`src/rtl/mdio_mmd_ctrl.sv`:
```
// Clause-45 MMD access over a clause-22 MDIO driver. Each request becomes four
// indirect-access operations through registers 0xD/0xE, with a per-operation timeout.
module mdio_mmd_ctrl #(
    parameter logic [15:0] TIMEOUT_CYC = 16'd65535,
    parameter logic [4:0]  PHY_ADDR    = 5'h1f
) (
    input  logic        clk_i,
    input  logic        rstn_i,
    input  logic        req_valid_i,
    output logic        req_ready_o,
    input  logic        req_wr_i,
    input  logic [4:0]  req_mmd_i,
    input  logic [15:0] req_reg_i,
    input  logic [15:0] req_wdata_i,
    output logic        resp_vld_o,
    output logic        resp_err_o,
    output logic [15:0] resp_rdata_o,
    output logic        drv_valid_o,
    input  logic        drv_ready_i,
    output logic [1:0]  drv_cmd_o,
    output logic [25:0] drv_addr_o,
    output logic [15:0] drv_wdata_o,
    input  logic        drv_rdata_vld_i,
    input  logic [15:0] drv_rdata_i,
    output logic [2:0]  dbg_state_o
);
    typedef enum logic [2:0] {
        S_IDLE   = 3'd0,
        S_ISSUE  = 3'd1,
        S_WAIT   = 3'd2,
        S_RDWAIT = 3'd3,
        S_DONE   = 3'd4
    } state_t;

    state_t      state;
    logic [1:0]  op_idx;
    logic [15:0] tmo_cnt;
    logic        wr_q;
    logic [4:0]  mmd_q;
    logic [15:0] reg_q;
    logic [15:0] wdata_q;
    logic        accept;
    logic        tmo_hit;
    logic [22:0] first_op;
    logic [22:0] next_op;

    // Operation word: {cmd[1:0], clause-22 register[4:0], write data[15:0]}
    function automatic logic [22:0] op_word(input logic [1:0] idx, input logic wr,
                                            input logic [4:0] mmd, input logic [15:0] ra,
                                            input logic [15:0] wd);
        logic [22:0] w;
        case (idx)
            2'd0:    w = {2'b01, 5'h0d, 11'h000, mmd};
            2'd1:    w = {2'b01, 5'h0e, ra};
            2'd2:    w = {2'b01, 5'h0d, 2'b01, 9'h000, mmd};
            default: w = wr ? {2'b01, 5'h0e, wd} : {2'b10, 5'h0e, 16'h0000};
        endcase
        return w;
    endfunction

    // Both sides use valid/ready: a transfer happens on the rising edge where valid
    // and ready are both high; valid and payload stay stable until then.
    assign accept      = (state == S_IDLE) && req_valid_i && req_ready_o;
    assign tmo_hit     = (tmo_cnt == TIMEOUT_CYC - 16'd1);
    assign first_op    = op_word(2'd0, req_wr_i, req_mmd_i, req_reg_i, req_wdata_i);
    assign next_op     = op_word(op_idx + 2'd1, wr_q, mmd_q, reg_q, wdata_q);
    assign dbg_state_o = state;

    always_ff @(posedge clk_i or negedge rstn_i) begin
        if (!rstn_i) begin
            state        <= S_IDLE;
            op_idx       <= 2'd0;
            tmo_cnt      <= 16'd0;
            wr_q         <= 1'b0;
            mmd_q        <= 5'd0;
            reg_q        <= 16'd0;
            wdata_q      <= 16'd0;
            req_ready_o  <= 1'b0;
            resp_vld_o   <= 1'b0;
            resp_err_o   <= 1'b0;
            resp_rdata_o <= 16'd0;
            drv_valid_o  <= 1'b0;
            drv_cmd_o    <= 2'b00;
            drv_addr_o   <= 26'd0;
            drv_wdata_o  <= 16'd0;
        end else begin
            resp_vld_o   <= 1'b0;
            resp_err_o   <= 1'b0;
            resp_rdata_o <= 16'd0;
            case (state)
                S_IDLE: begin
                    req_ready_o <= 1'b1;
                    if (accept) begin
                        wr_q        <= req_wr_i;
                        mmd_q       <= req_mmd_i;
                        reg_q       <= req_reg_i;
                        wdata_q     <= req_wdata_i;
                        op_idx      <= 2'd0;
                        tmo_cnt     <= 16'd0;
                        req_ready_o <= 1'b0;
                        drv_valid_o <= 1'b1;
                        drv_cmd_o   <= first_op[22:21];
                        drv_addr_o  <= {PHY_ADDR, first_op[20:16], 16'h0000};
                        drv_wdata_o <= first_op[15:0];
                        state       <= S_ISSUE;
                    end
                end
                S_ISSUE: begin
                    if (drv_ready_i) begin
                        drv_valid_o <= 1'b0;
                        tmo_cnt     <= 16'd0;
                        state       <= S_WAIT;
                    end else if (tmo_hit) begin
                        drv_valid_o <= 1'b0;
                        resp_vld_o  <= 1'b1;
                        resp_err_o  <= 1'b1;
                        state       <= S_DONE;
                    end else begin
                        tmo_cnt <= tmo_cnt + 16'd1;
                    end
                end
                S_WAIT: begin
                    // First WAIT cycle ignored: the driver may not have dropped ready yet
                    if (drv_ready_i && (tmo_cnt != 16'd0)) begin
                        tmo_cnt <= 16'd0;
                        if (op_idx != 2'd3) begin
                            op_idx      <= op_idx + 2'd1;
                            drv_valid_o <= 1'b1;
                            drv_cmd_o   <= next_op[22:21];
                            drv_addr_o  <= {PHY_ADDR, next_op[20:16], 16'h0000};
                            drv_wdata_o <= next_op[15:0];
                            state       <= S_ISSUE;
                        end else if (wr_q) begin
                            resp_vld_o <= 1'b1;
                            state      <= S_DONE;
                        end else begin
                            state <= S_RDWAIT;
                        end
                    end else if (tmo_hit) begin
                        resp_vld_o <= 1'b1;
                        resp_err_o <= 1'b1;
                        state      <= S_DONE;
                    end else begin
                        tmo_cnt <= tmo_cnt + 16'd1;
                    end
                end
                S_RDWAIT: begin
                    if (drv_rdata_vld_i) begin
                        resp_vld_o   <= 1'b1;
                        resp_rdata_o <= drv_rdata_i;
                        state        <= S_DONE;
                    end else if (tmo_hit) begin
                        resp_vld_o <= 1'b1;
                        resp_err_o <= 1'b1;
                        state      <= S_DONE;
                    end else begin
                        tmo_cnt <= tmo_cnt + 16'd1;
                    end
                end
                S_DONE: begin
                    op_idx      <= 2'd0;
                    tmo_cnt     <= 16'd0;
                    req_ready_o <= 1'b1;
                    state       <= S_IDLE;
                end
                default: state <= S_IDLE;
            endcase
        end
    end
endmodule

```
`config.mk`:
```
export PLATFORM = sky130hd
export DESIGN_NAME = mdio_mmd_ctrl
export DESIGN_NICKNAME = d
export VERILOG_FILES = /design/src/rtl/mdio_mmd_ctrl.sv
export SDC_FILE = /design/constraint.sdc
export NUM_CORES = 1
export LEC_CHECK = 0
export CAP_MARGIN = 20
export CORE_AREA = 10 10 109 111
export CTS_CLUSTER_SIZE = 10
export DETAILED_ROUTE_END_ITERATION = 6
export DIE_AREA = 0 0 119 121
export PLACE_DENSITY = 0.83
export SLEW_MARGIN = 20
export SYNTH_ARGS = -nofsm -noshare
export SYNTH_HDL_FRONTEND = slang
export SYNTH_SLANG_ARGS = --single-unit
```
`constraint.sdc`:
```
create_clock -name clk_i -period 3.1 [get_ports clk_i]
set_clock_uncertainty 0.2 [all_clocks]
set_input_delay 0.465 -clock clk_i [delete_from_list [all_inputs] [get_ports clk_i]]
set_output_delay 0.465 -clock clk_i [all_outputs]
set_load 0.005 [all_outputs]
```
* After elaboration in Yosys (flattened, before gate mapping)
Index checks and enable logic that the tools add are counted.
** Cells by class
- Add/sub/neg operators :: 2
- Equality and inequality tests :: 13
- Muxes and demuxes :: 52
- Reductions and logical operators :: 16
** Operators with widths (number)
- $mux W16 :: 10
- $pmux W16 S5 :: 1
- $mux W26 :: 3
- $pmux W23 S3 :: 1
- $pmux W26 S2 :: 1
- $pmux W16 S2 :: 1
- $mux W23 :: 1
- $mux W3 :: 7
- $add A16 B1 Y16 const B :: 1
- $eq A16 B16 Y1 const B :: 1
- $reduce_bool A16 Y1 :: 1
- $mux W1 :: 14
- $mux W2 :: 6
- $pmux W3 S4 :: 1
- $ne A2 B2 Y1 const B :: 5
- $pmux W1 S3 :: 3
- $reduce_and A4 Y1 :: 2
- $eq A3 B2 Y1 const B :: 2
- $pmux W2 S3 :: 1
- $reduce_bool A3 Y1 :: 2
- $reduce_and A5 Y1 :: 1
- $reduce_bool A5 Y1 :: 1
- $pmux W2 S2 :: 1
- $reduce_bool A2 Y1 :: 2
- other kinds (12) :: 14
** Storage, ports and cells
- Bits in registers :: 123
- Input bits :: 59
- Output and inout port bits :: 67
- Word-level logic and storage cells :: 98

* Depth between registers and ports, before layout
Gate-level depths: netlist of run 1.
- Word-level depth :: 6
- Mapped depth :: 9
- Mapped depth without buffers :: 7

* Worst setup path after synthesis of run 1
OpenSTA, ideal clock, no wires.
- Path type :: register to register
- From :: reg tmo_cnt[10]
- To :: reg tmo_cnt[14]
- Setup time :: 87 ps
- Arrival :: 2305 ps
- Data required time :: 2813 ps
- Slack :: 508 ps
- Stages on the path, launching flop included :: 7
- Buffers on the path :: 1
- Period minus slack after synthesis :: 2592 ps
- Cell sequence :: dfrtp_1 -> buf_6 -> or4_4 -> o41ai_4 -> o2111ai_4 -> or4_1 -> o211ai_1
** On the way
- Cells in the longest elaborated chain, start to end :: 4
- Elaborated cells between the ends (all ways) :: 9
- Classes of those cells :: add/sub: 1; eq/ne: 1; mux: 5; reduce/logical: 2
** RTL lines
- from (decl) :: RTL line 37 : logic [15:0] tmo_cnt;
- from (signal assigned) :: RTL line 119 : tmo_cnt <= tmo_cnt + 16'd1;
- from (signal assigned) :: RTL line 144 : tmo_cnt <= tmo_cnt + 16'd1;
- from (signal assigned) :: RTL line 157 : tmo_cnt <= tmo_cnt + 16'd1;
- $add A16 B1 Y16, or another cell as far along :: RTL line 119, 144, 157
- $mux W16 / $logic_and A1 B1 Y1 (equally long branches)
- $mux W16, on equally long branches :: RTL line 148, 109, 124
- $pmux W16 S5 (*) :: RTL line 90 : case (state)
Mark *: on every way between the ends. The rest lies on a longest branch, timed or not. The select of a mux whose other input is x is not followed.
A chain may end at the register's enable or synchronous reset.

* Final worst setup path of run 1
- From :: reg tmo_cnt[10]
- To :: reg tmo_cnt[0]
** On the way
- Cells in the longest elaborated chain, start to end :: 4
- Elaborated cells between the ends (all ways) :: 8
- Classes of those cells :: eq/ne: 1; mux: 5; reduce/logical: 2
** RTL lines (RTL line)
- $eq A16 B16 Y1 / $reduce_bool A16 Y1 (equally long branches) :: 64, 124
- $mux W16 / $logic_and A1 B1 Y1 (equally long branches)
- $mux W16, on equally long branches
- $pmux W16 S5 (*) :: 90
Marks and branches as above.

==> results.yml, run 1 <==
sta:
  finalCriticalPeriod_ns: 2.85
  slew_headroom: 0.510
  setup_slack_ns: 0.252
  fmax_mhz: 351
  tightest_slew_ns: 0.733
  rsz0062_at_grt: "false"
  setup_tns_ns: 0
  fin_crit_sh: 0.919
  drv_slew: 0
  setup-violations-final: 0
  hold_violations: 0
setup_path:
  worstPathCellList: "or4_4 > o41ai_4 > nor2_1 > o41ai_1 > mux2_2"
  worstPathRequired_ns: 3.22
  worstRegToRegCells: 5
  arrival_ns: 2.97
  crit_path_top_delay_cell: "o41ai_4"
  startpoint_type: "flop"
  max_stage_delay_ns: 0.63
  rr_endpoint: "tmo_cnt[0]"
  path_max_fanout: 9
  worst-r2r-setup-slack_ns: 0.25
  endpoint_kind: "flop"
  worstSetupPathType: "flop to flop"
  reg2reg_from: "tmo_cnt[10]"
grt:
  grt_pass1_wl_um: 19300
  grt_pass1_vias: 3704
  overflow: 0
  grt_max_degree: 101
  antenna_found_initial: 0
  grt_util_all_layers: 0.164
run:
  drv_cap: 0
worst_hold_path:
  hold_depth: 1
  hp-class: "flop to flop"
  hold_end: "drv_wdata_o[3]"
  min_from: "drv_wdata_o[3]"
clock_network:
  clk_path_buf_depth: 2
  post_cts_buffers: 0
  clkTransAtPathRegs_ns: 0.11
  clock_latency_ns: 0.38
  clockRootBuffer: "clkbuf_8"
  cts.sink_count: 100
  cts_resized: 0
  numCtsBuffers: 9
  cts_tree: "built"
  cts_hold_buf: 1
  cts-htree-levels: 3
floorplanning:
  start_util: 0.488
  chipHeight_um: 121
  die_w_um: 119
  core_area_mm2: 0.00964
  rows: 36
  dieArea_mm2: 0.0144
  io_pins: 126
power:
  power_density_mw_per_mm2: 811
  p_leak_uw: 0.00259
  peakVddDrop_v: 0.000413
logic_synthesis:
  synthFlopType: "dfrtp_1"
  async_flop_share: 1.00
  syn-instance-count: 420
  seq_area_frac_synth: 0.532
  synth.most_common_cell: "dfrtp_1"
  syn_avg_cell_area_um2: 11.2
  synth_top_area_share: 0.532
  yosys_warnings: 0
  ys_top_cells_by_area: "dfrtp_1 53%, mux2_2 9.3%, buf_4 3.7%"
  synth-seq-cells: 100
  synth_area_leader_cell: "dfrtp_1"
  synth-edff-count: 0
  ys_types: 51
  netlist_area_mm2: 0.00470
  synth_common_cells: "100 x dfrtp_1, 39 x mux2_2, 23 x buf_4, 23 x o21ai_0, 22 x nand2_1"
layout:
  antenna_cells: 0
  fill_cells: 801
  area_growth_pct: 28.4
  final_nets: 585
  drive_above_1_share: 0.147
detailed_routing:
  wire_per_inst_um: 17.8
  drtIter0Drc: 287
  first_pass_iters: 5
  dr_total_vias: 3610
  wirelength_um: 11700
  antenna_left: 0
  vias_per_cell: 5.49
  drc_errors: 0
placement:
  dp_hpwl_um: 8820
  io_buffers: 108
  gp_congestion: 0.817
  pre_cts_ws_ns: 0.297
outcome:
  status: "finished, final reports clean"
==> worst max path at each step <==
stage / from / to / slack [ns] / cells past startpoint
3_3_place_gp: tmo_cnt[10] / drv_cmd_o[0] / 0.36 / 5
2_1_floorplan: tmo_cnt[10] / tmo_cnt[14] / 0.51 / 6
3_5_place_dp: tmo_cnt[0] / drv_wdata_o[13] / 0.30 / 8
5_1_grt: tmo_cnt[0] / tmo_cnt[12] / 0.1 / 7
6_report: tmo_cnt[10] / tmo_cnt[0] / 0.25 / 5
4_1_cts: tmo_cnt[0] / tmo_cnt[0] / 0.26 / 7
==> cell usage in the layout (no fill, tap or decap), types with 4 or more instances in the layout <==
cell type and count:
mux2_2 39, a22oi_1 11, nor3_1 8, inv_1 12
nand2_1 22, clkdlybuf4s50_1 107, ha_1 7, nor2b_1 4
and2_1 18, dfrtp_1 100, a211oi_1 5, conb_1 17
nor2_1 20, buf_4 8, a21oi_1 14, nand2b_1 6
or4_1 5, a222oi_1 5, o21ai_0 23, nand4_1 5
nand3_1 7, a21o_1 8, clkbuf_8 9, a31oi_1 11
nor4_1 6
==> metal layers <==
metal  vias to the layer above  share of wire  track usage
met5                         -              0            0
met2                       142           0.51        0.278
met1                      1759           0.41        0.202
met3                        19          0.059       0.0372
met4                         0          0.017       0.0534
li1                       1690              -            -
==> cells by family after synthesis <==
group,count (synthesis),share of synthesized area
AOI/OAI and AO/OA,101,0.155
adders and majority gates,7,0.0186
buffers and inverters,58,0.0705
DFF,100,0.532
muxes,39,0.0934
other,1,0.000798
and+or+nand+nor,114,0.129
==> power breakdown <==
| group | leakage, uW | switching [uW] | internal [uW] |
|---|---|---|---|
| sequential | 0.00127 | 348 | 1750 |
| combinational | 0.00121 | 896 | 1040 |
| clock | 0.000105 | 529 | 329 |
| total | 0.00259 | 1770 | 3120 |
==> layout make-up <==
cell class,count,area (um2),area share
clock buffers,9,124,0.0205
flip-flops and latches,100,2500,0.414
multi-input cells,278,1930,0.320
well taps,133,166,0.0276
repair buffers,118,1180,0.196
inverters,12,45.0,0.00746
clock inverters,7,86.3,0.0143
==> registers in the layout, summed over array words and instances (netlist names) <==
register	cells
drv_valid_o	1
resp_rdata_o	16
drv_cmd_o	2
op_idx	2
reg_q	16
drv_addr_o	3
resp_vld_o	1
mmd_q	5
wdata_q	16
tmo_cnt	16
drv_wdata_o	16
wr_q	1
req_ready_o	1
dbg_state_o	3
resp_err_o	1
==> stage by stage <==
| stage | hold slack (ns) | std cells | area (um2) | power [uW] | util |
|---|---|---|---|---|---|
| global placement | 0.261 | 640 | 5820 | 3990 | 0.604 |
| global route | 0.306 | 657 | 6040 | 5230 | 0.627 |
| floorplan | -0.0306 | 436 | 4760 | 3270 | - |
| finish | 0.293 | 657 | 6040 | 4900 | 0.627 |
| detailed placement | 0.266 | 640 | 5820 | 4070 | 0.604 |
| CTS | 0.291 | 657 | 6040 | 4930 | 0.627 |
==> worst max-delay path: cells and delay by family (launching register included) <==
family          cells  cell delay (ns)
simple gates        2             0.74
compound gates      2             1.14
flops               1             0.48
mux                 1             0.24
Power figures use the tool's default switching activity.
==> inputs of run 2 (changes only) <==
--- a/config.mk
+++ b/config.mk
@@ -6,11 +6,12 @@
 export NUM_CORES = 1
 export LEC_CHECK = 0
 export CAP_MARGIN = 20
-export CORE_AREA = 10 10 109 111
+export CORE_AREA = 2 2 107 109
 export CTS_CLUSTER_SIZE = 10
 export DETAILED_ROUTE_END_ITERATION = 6
-export DIE_AREA = 0 0 119 121
-export PLACE_DENSITY = 0.83
+export DIE_AREA = 0 0 109 111
+export MAX_ROUTING_LAYER = met4
+export PLACE_DENSITY = 0.78
 export SLEW_MARGIN = 20
 export SYNTH_ARGS = -nofsm -noshare
 export SYNTH_HDL_FRONTEND = slang
==> constraint.sdc (replaced) <==
create_clock -name clk_i -period 2.4 [get_ports clk_i]
set_clock_uncertainty 0.2 [all_clocks]
set_input_delay 0.36 -clock clk_i [delete_from_list [all_inputs] [get_ports clk_i]]
set_output_delay 0.36 -clock clk_i [all_outputs]
set_load 0.005 [all_outputs]
==> run 2 against run 1 <==
Effect of this change: the run now ends with design-rule violations, negative setup slack left; final cell count up 8.7%; sequential power increased by 29%; global-route usage rose by 5.0 points; design area increased by 12%; die area fell by 16%; hold slack worse by 0.011 ns; register-to-register slack lost 0.36 ns; sequential cell count did not move; non-clock buffer count rose by 47; routed wire length is 5.3% higher; critical path type unchanged; critical endpoint is now tmo_cnt[14]; largest cell class unchanged; largest power group is now combinational logic.
==> results.yml, run 2 (synthesis results as in run 1) <==
outcome:
  status: "finished, violations left"
  violations: "design-rule violations, negative setup slack"
setup_path:
  path_buf_inv: 1
  worst-r2r-setup-slack_ns: -0.10
  cpMostUsedCell: "or4_4"
  critical-path-top-delay-family: "simple AND/OR/NAND/NOR gates"
  worstPathCellList: "or4_4 > o41ai_4 > buf_4 > o2111ai_4 > or4_4 > o211ai_1"
  endpoint_kind: "flop"
  path_max_fanout: 6
  worstSetupPathType: "flop to flop"
  startpoint_type: "flop"
  max_stage_delay_ns: 0.56
  arrival_ns: 2.56
  worstPathRequired_ns: 2.45
  crit_path_top_delay_cell: "or4_4"
  reg2reg_from: "tmo_cnt[9]"
  cp-startpoint: "tmo_cnt[9]"
grt:
  grt_pass1_wl_um: 19500
  grt_max_degree: 37
  grt_pass1_vias: 3939
  antenna_found_initial: 0
  grt_util_all_layers: 0.214
  overflow: 0
sta:
  setup-violations-final: 27
  setup_tns_ns: -1.37
  fmax_mhz: 399
  hold_violations: 0
  rsz0062_at_grt: "true"
  slew_headroom: 0.643
  finalCriticalPeriod_ns: 2.50
  drv_slew: 0
  tightest_slew_ns: 0.531
  fin_crit_sh: 1.04
  setup_slack_ns: -0.104
layout:
  fill_cells: 873
  area_growth_pct: 43.4
  layout_commonest_cell: "clkdlybuf4s50_1"
  antenna_cells: 0
  mostFrequentLayoutCells: "107 x clkdlybuf4s50_1, 100 x dfrtp_1, 43 x buf_4"
  final_nets: 632
  drive_above_1_share: 0.275
  utilization: 0.609
worst_hold_path:
  min_from: "drv_addr_o[17]"
  hp-class: "flop to flop"
power:
  switching_share: 0.349
  p_int_uw: 4800
  combPwrFrac: 0.444
  p_total_uw: 7370
  peakVddDrop_v: 0.000657
  power_density_mw_per_mm2: 1090
  clock_power_share: 0.189
  switchingPower_uw: 2570
  p_seq_frac: 0.368
  p_leak_uw: 0.00295
clock_network:
  numCtsBuffers: 9
  clkTransAtPathRegs_ns: 0.07
  clockRootBuffer: "clkbuf_16"
  cts_tree: "built"
  cts-htree-levels: 3
  clk_path_buf_depth: 2
  clock_latency_ns: 0.35
  cts.sink_count: 100
floorplanning:
  start_util: 0.424
  io_pins: 126
  core_area_mm2: 0.0111
  rows: 39
  dieArea_mm2: 0.0121
  die_w_um: 109
  chipHeight_um: 111
detailed_routing:
  drc_errors: 1
  drtIter0Drc: 242
  wire_per_inst_um: 17.3
  dr_total_vias: 3938
  wirelength_um: 12300
  vias_per_cell: 5.52
  antenna_left: 0
  first_pass_iters: 7
placement:
  gp_congestion: 0.857
  dp_hpwl_um: 8330
  io_buffers: 108
run:
  drv_cap: 0
-- run 2: through the flow --
step | worst slack [ns] | hold slack [ns] | instance area, um2 | std cells
2_1_floorplan | -0.113 | -0.136 | 4790 | 436
3_3_place_gp | -0.0626 | 0.165 | 6110 | 684
3_5_place_dp | -0.104 | 0.171 | 6110 | 684
4_1_cts | -0.113 | 0.286 | 6460 | 703
5_1_grt | -0.196 | 0.306 | 6740 | 714
6_report | -0.104 | 0.282 | 6740 | 714
-- run 2: final cells by class --
cell class	instances	area (um2)	share of cell area
well taps	143	179	0.0265
multi-input cells	278	2090	0.311
clock buffers	9	225	0.0334
flip-flops and latches	100	2500	0.371
repair buffers	165	1640	0.243
inverters	12	45.0	0.00668
clock inverters	7	60.1	0.00891
-- run 2: routing by layer --
layer / track usage / up-vias / share of wire
met1: 0.276 / 1978 / 0.40
met4: 0.0940 / 0 / 0.021
met2: 0.337 / 161 / 0.52
li1: - / 1778 / -
met3: 0.0270 / 21 / 0.061
met5: - / - / 0
-- run 2: power groups by stage --
stage | clock network (uW) | logic, uW | registers [uW]
2_1_floorplan | 0 | 1680 | 2580
3_3_place_gp | 0 | 2590 | 2670
3_5_place_dp | 0 | 2700 | 2700
4_1_cts | 1420 | 2800 | 2690
5_1_grt | 1510 | 3530 | 2770
6_report | 1390 | 3270 | 2710
-- run 2: what timing repair did --
item | in CTS | in global routing
endpoints found under the setup margin | 35 | 41
setup buffers | 2 | 7
pin swaps | 2 | 25
resized for setup | 9 | 52
hold endpoints to repair | 33 | 0
cloned | 0 | 4
hold buffers | 1 | 0
-- run 2: path summary, 6_finish.rpt --
check / endpoint / cells past startpoint
worst max-delay path: tmo_cnt[14] / 6
worst min-delay path: drv_addr_o[17] / 1
worst max register to register: tmo_cnt[14] / 6
worst min register to register: drv_addr_o[17] / 1
max in group asynchronous: drv_addr_o[17] / 3
min in group asynchronous: resp_vld_o / 2
